--- config.mk ---
export PLATFORM = sky130hd
export DESIGN_NAME = ysyx_22040931_alu_issue
export DESIGN_NICKNAME = d
export VERILOG_FILES = /design/src/rtl/ysyx_22040931_alu_issue.sv
export SDC_FILE = /design/constraint.sdc
export NUM_CORES = 1
export LEC_CHECK = 0
export ABC_AREA = 1
export CAP_MARGIN = 20
export CORE_AREA = 2 2 263 265
export DETAILED_ROUTE_END_ITERATION = 10
export DIE_AREA = 0 0 265 267
export GPL_ROUTABILITY_DRIVEN = 0
export PLACE_DENSITY = 0.46
export SKIP_CTS_REPAIR_TIMING = 1
export SYNTH_ARGS = -nofsm -noshare
export SYNTH_HDL_FRONTEND = slang
export SYNTH_SLANG_ARGS = --single-unit
--- constraint.sdc ---
create_clock -name clock -period 2.15 [get_ports clock]
set_input_delay 0.43 -clock clock [delete_from_list [all_inputs] [get_ports clock]]
set_output_delay 0.43 -clock clock [all_outputs]
set_load 0.02 [all_outputs]
--- src/rtl/ysyx_22040931_alu_issue.sv ---
// ysyx_22040931_alu_issue
//   Issue stage between decode and the ALU. One op is latched from decode and
//   held on the ALU inputs until the ALU (including the multi-cycle divider)
//   returns a result. The result is parked in a write-back register until the
//   next stage takes it. A flush during an outstanding divide parks the stage
//   in DRAIN until the divider finishes, so the ALU is never left mid-op.
//   A watchdog flags an ALU that never answers.
//
// Ports
//   clock, reset            rising-edge clock, async active-low reset
//   in_*                    decode handshake and decoded op/operands
//   flush                   synchronous kill of the held / in-flight op
//   id_valid, ex_ready      request / result handshake toward the ALU
//   alu_valid, alu_ready    ALU result valid / ALU can accept
//   op,num1,num2,imm,pc     registered ALU inputs
//   out                     ALU result
//   wb_*                    captured result for write-back
//   err_timeout             sticky watchdog error
module ysyx_22040931_alu_issue #(
    parameter int DATA_W  = 64,
    parameter int OP_W    = 5,
    parameter int RD_W    = 5,
    parameter int TIMEOUT = 127
) (
    input  logic              clock,
    input  logic              reset,
    input  logic              in_valid,
    output logic              in_ready,
    input  logic [OP_W-1:0]   in_op,
    input  logic [DATA_W-1:0] in_num1,
    input  logic [DATA_W-1:0] in_num2,
    input  logic [DATA_W-1:0] in_imm,
    input  logic [DATA_W-1:0] in_pc,
    input  logic [RD_W-1:0]   in_rd,
    input  logic              in_wen,
    input  logic              flush,
    output logic              id_valid,
    output logic              ex_ready,
    input  logic              alu_valid,
    input  logic              alu_ready,
    output logic [OP_W-1:0]   op,
    output logic [DATA_W-1:0] num1,
    output logic [DATA_W-1:0] num2,
    output logic [DATA_W-1:0] imm,
    output logic [DATA_W-1:0] pc,
    input  logic [DATA_W-1:0] out,
    output logic              wb_valid,
    input  logic              wb_ready,
    output logic [DATA_W-1:0] wb_data,
    output logic [RD_W-1:0]   wb_rd,
    output logic              wb_wen,
    output logic              err_timeout
);

    localparam int CNT_W = $clog2(TIMEOUT + 1);

    typedef enum logic [1:0] {IDLE, BUSY, DRAIN, FULL} state_t;

    state_t            state, state_nxt;
    logic [RD_W-1:0]   hold_rd;
    logic              hold_wen;
    logic [CNT_W-1:0]  wd_cnt;
    logic              accept, capture, waiting, entering;

    // Ops are never re-issued, so the ALU's ready is not needed for control.
    logic unused_alu_ready;
    assign unused_alu_ready = alu_ready;

    // A new op enters from IDLE, or from FULL in the same edge the old result
    // is consumed. Flush kills an op arriving in that cycle.
    assign accept  = in_valid && !flush &&
                     ((state == IDLE) || (state == FULL && wb_ready));
    assign capture = (state == BUSY) && alu_valid && !flush;
    assign waiting = (state == BUSY) || (state == DRAIN);
    assign entering = ((state_nxt == BUSY) || (state_nxt == DRAIN)) &&
                      (state_nxt != state);

    // State register
    always_ff @(posedge clock or negedge reset) begin
        if (!reset) state <= IDLE;
        else        state <= state_nxt;
    end

    // Next-state logic
    always_comb begin
        state_nxt = state;
        case (state)
            IDLE:  if (in_valid && !flush) state_nxt = BUSY;
            BUSY: begin
                if (flush)          state_nxt = alu_valid ? IDLE : DRAIN;
                else if (alu_valid) state_nxt = FULL;
            end
            DRAIN: if (alu_valid) state_nxt = IDLE;
            FULL: begin
                if (flush)         state_nxt = IDLE;
                else if (wb_ready) state_nxt = in_valid ? BUSY : IDLE;
            end
            default: state_nxt = IDLE;
        endcase
    end

    // Outputs decoded from state; in_ready in FULL is the only input path.
    always_comb begin
        in_ready = 1'b0;
        id_valid = 1'b0;
        ex_ready = 1'b0;
        wb_valid = 1'b0;
        case (state)
            IDLE:        in_ready = 1'b1;
            BUSY, DRAIN: begin
                id_valid = 1'b1;
                ex_ready = 1'b1;
            end
            FULL: begin
                wb_valid = 1'b1;
                in_ready = wb_ready;
            end
            default: ;
        endcase
    end

    // Operand hold registers: only written on accept, so the ALU sees them
    // stable for the whole BUSY/DRAIN window.
    always_ff @(posedge clock or negedge reset) begin
        if (!reset) begin
            op       <= '0;
            num1     <= '0;
            num2     <= '0;
            imm      <= '0;
            pc       <= '0;
            hold_rd  <= '0;
            hold_wen <= 1'b0;
        end else if (accept) begin
            op       <= in_op;
            num1     <= in_num1;
            num2     <= in_num2;
            imm      <= in_imm;
            pc       <= in_pc;
            hold_rd  <= in_rd;
            hold_wen <= in_wen;
        end
    end

    // Write-back register
    always_ff @(posedge clock or negedge reset) begin
        if (!reset) begin
            wb_data <= '0;
            wb_rd   <= '0;
            wb_wen  <= 1'b0;
        end else if (capture) begin
            wb_data <= out;
            wb_rd   <= hold_rd;
            wb_wen  <= hold_wen;
        end
    end

    // Watchdog: the error rises on the edge that brings the count to TIMEOUT,
    // i.e. at the end of the TIMEOUT-th waiting cycle.
    always_ff @(posedge clock or negedge reset) begin
        if (!reset) begin
            wd_cnt      <= '0;
            err_timeout <= 1'b0;
        end else if (entering) begin
            wd_cnt <= '0;
        end else if (waiting && wd_cnt != CNT_W'(TIMEOUT)) begin
            wd_cnt <= wd_cnt + 1'b1;
            if (wd_cnt == CNT_W'(TIMEOUT - 1)) err_timeout <= 1'b1;
        end
    end

endmodule

==> impl_metrics.csv <==
group,metric,value,unit
synth,synth_top_family_by_area,"multiplexers",
synth,synth_cell_types,24,
synth,syn-num-nets,1171,
placement,place_area,22400,µm²
job,max_cap_viol_count,0,
finish,drive_gt1_share,29.1,%
detailed_routing,drtAntennaViolNets,0,
critical_path,crit_family,"flip-flops",
synth,synth_mux_area_share,31.8,%
critical_path,start_kind,"flop",
synth,yosysSeqAreaShare,59.7,%
critical_path,crit_path_cell_trace,"inv_2 -> ha_4 -> dlymetal6s2s_1",
timing,max_clock_freq,482,MHz
synth,synthAdderAreaFrac,0.516,%
synth,synthTopCellsByArea,"dfrtp_1, mux2_4, mux2_2, buf_12, nand2_1",
synth,synth-compound-area-share,0.688,%
clock_network,path_clk_slew,60,ps
timing,setup_violations,0,
timing,hold_violations,0,
finish,finalInstanceArea,23900,µm²
critical_path,r2r_end,"op[2]",
floorplanning,io_pins,674,
critical_path,path_max_fanout,6,
floorplanning,die_h,267,µm
placement,placed_cells,2390,
critical_path,cp.required,1720,ps
timing,finalHoldWorstSlack,356,ps
detailed_routing,first_pass_iters,4,
timing,fin_worst_skew,14.4,ps
floorplanning,rows,96,
global_route,grt_pass1_vias,10308,
critical_path,cpMaxStageDelayCell,"dfrtp_2",
floorplanning,start_util,21.4,%
synth,synth_edf_count,0,
detailed_routing,route.detailed.drc,0,
critical_path,path_buf_inv,2,
synth,synth_area_per_cell,17.6,µm²
timing,period_share,96.6,%
synth,synth_xor_area_share,0.181,%
critical_path,reg2reg_slack,220,ps
placement,port_buffers,672,
synth,synth_seq_cells,347,
timing,relSlewSlack,70.8,%
synth,yosys_warnings,0,
synth,ys.flop_type,"dfrtp_1",
timing,rsz0062_at_grt,"no",
finish,area_growth,64.2,%
critical_path,rr_worst_depth,7,
global_route,grt_max_degree,73,
clock_network,clock_latency,560,ps
run_status,status,"finished clean",
finish,nNetsFinal,1898,
power_and_ir_drop,p_leak,10.9,nW
global_route,antenna_found_initial,5,
critical_path,crit_path_end_kind,"output pin",
global_route,grt.total_usage,13.2,%
detailed_routing,wire_per_inst,19.6,µm
timing,slew_viol_final,0,
floorplanning,die_x,265,µm
clock_network,cts_tree,"yes",
detailed_routing,drtIter0Drc,272,
synth,synthArstFlopShare,100,%
synth,syn_inst,827,
synth,yosysTopAreaCell,"dfrtp_1",
min_path,hp-class,"in -> async",
finish,final_common_cell,"clkdlybuf4s50_1",
floorplanning,fp.coreArea,68000,µm²
critical_path,path_class,"reg -> out",
power_and_ir_drop,vdd_drop_max,0.724,mV
placement,dp_hpwl,37100,µm
power_and_ir_drop,p_per_area,1580,nW/µm²
critical_path,arrival,1650,ps
floorplanning,fp.dieArea,70800,µm²
detailed_routing,routed-via-count,9466,
finish,final_cell_mix,"clkdlybuf4s50_1, dfrtp_1, mux2_4",
detailed_routing,vias_per_cell,3.83,
synth,synth_top_area_share,59.7,%
critical_path,reg2reg_from,"state[0]",
timing,final.min_clock_period,2080,ps
global_route,grt_pass1_wl,70400,µm
critical_path,slowest_delay,440,ps
timing,worst_slew_pin_slew,437,ps
power_and_ir_drop,power,37.7,mW
global_route,grt_remaining_overflow,0,
detailed_routing,wl,48300,µm
finish,stdcell_count,2469,
clock_network,clock-sinks,347,
synth,yosys.area_share.simple,2.11,%
clock_network,cts_made_buffers,43,
clock_network,cts_root_buffer,"clkbuf_16",
clock_network,htree_levels,2,
synth,syn_area,14500,µm²
clock_network,cts.path.max_buffers,3,
[synth_stat cells (2+ instances only)]
| cell | n |
|---|---|
| buf_4 | 6 |
| nand3_2 | 2 |
| buf_12 | 27 |
| buf_8 | 2 |
| o21ai_0 | 8 |
| nand2_2 | 3 |
| nand4_1 | 7 |
| nand3_1 | 6 |
| dfrtp_1 | 347 |
| nand2_1 | 29 |
| buf_2 | 4 |
| inv_1 | 21 |
| nor2_1 | 18 |
| inv_2 | 2 |
| ha_1 | 6 |
| a21oi_1 | 7 |
| mux2_2 | 67 |
| xor2_1 | 2 |
| mux2_4 | 258 |
[routing by layer]
layer | vias up | track usage (%) | share of wire (%)
met4 | 4 | 3.66 | 2.1
met3 | 64 | 4.76 | 7.9
met1 | 4746 | 15.0 | 38
met2 | 350 | 23.4 | 52
met5 | - | 0 | 0.046
li1 | 4302 | - | -
[flip-flops by register name, indices dropped and copies added, names as in the netlist]
name,cells
hold_wen,1
num1,64
wb_wen,1
imm,64
op,5
state,2
wb_data,64
hold_rd,5
pc,64
wd_cnt,7
num2,64
err_timeout,1
wb_rd,5
[power breakdown]
group          switching (mW)  total (mW)  internal, mW
Clock                    2.94        7.26          4.33
Combinational            8.30        18.8          10.5
Sequential               1.84        11.7          9.82
Total                    13.1        37.7          24.7
[metrics by stage]
stage	utilization, %	worst slack [ps]	TNS [ps]
final	35.1	73.3	0
after global routing	35.1	3.03	0
after CTS	35.0	-474	-1500
after detailed placement	33.0	-31.2	-1160
after global placement	33.0	-26.8	-728
after floorplan	-	259	0
[cells by family (layout without fill, tap and decap cells)]
logic type | Yosys count | after routing
DFF | 347 | 347
buffers and inverters | 62 | 820
xor gates and xnor gates | 3 | 3
and+or+nand+nor | 67 | 67
adders and majority gates | 6 | 6
muxes | 325 | 325
AOI/OAI and AO/OA | 17 | 17
other | 0 | 2
[final cells by class]
| type | count | area (µm²) |
|---|---|---|
| inverters | 23 | 86.3 |
| clock inverters | 12 | 121 |
| well taps | 882 | 1100 |
| fillers | 6600 | 44100 |
| multi-input cells | 418 | 5180 |
| diodes | 2 | 5.00 |
| flip-flops and latches | 347 | 8690 |
| repair buffers | 721 | 7420 |
| clock buffers | 64 | 1270 |
[worst max-delay path by stage]
stage / start / cells after the start / endpoint / slack [ps]
after CTS: state[0] / 3 / id_valid / -470
after floorplan: state[0] / 7 / num1[18] / 260
final: state[0] / 3 / ex_ready / 70
after detailed placement: wb_ready / 7 / op[2] / -30
after global placement: wb_ready / 7 / pc[16] / -30
after global routing: state[0] / 5 / in_ready / 3
(Power assumes the default switching activity.)
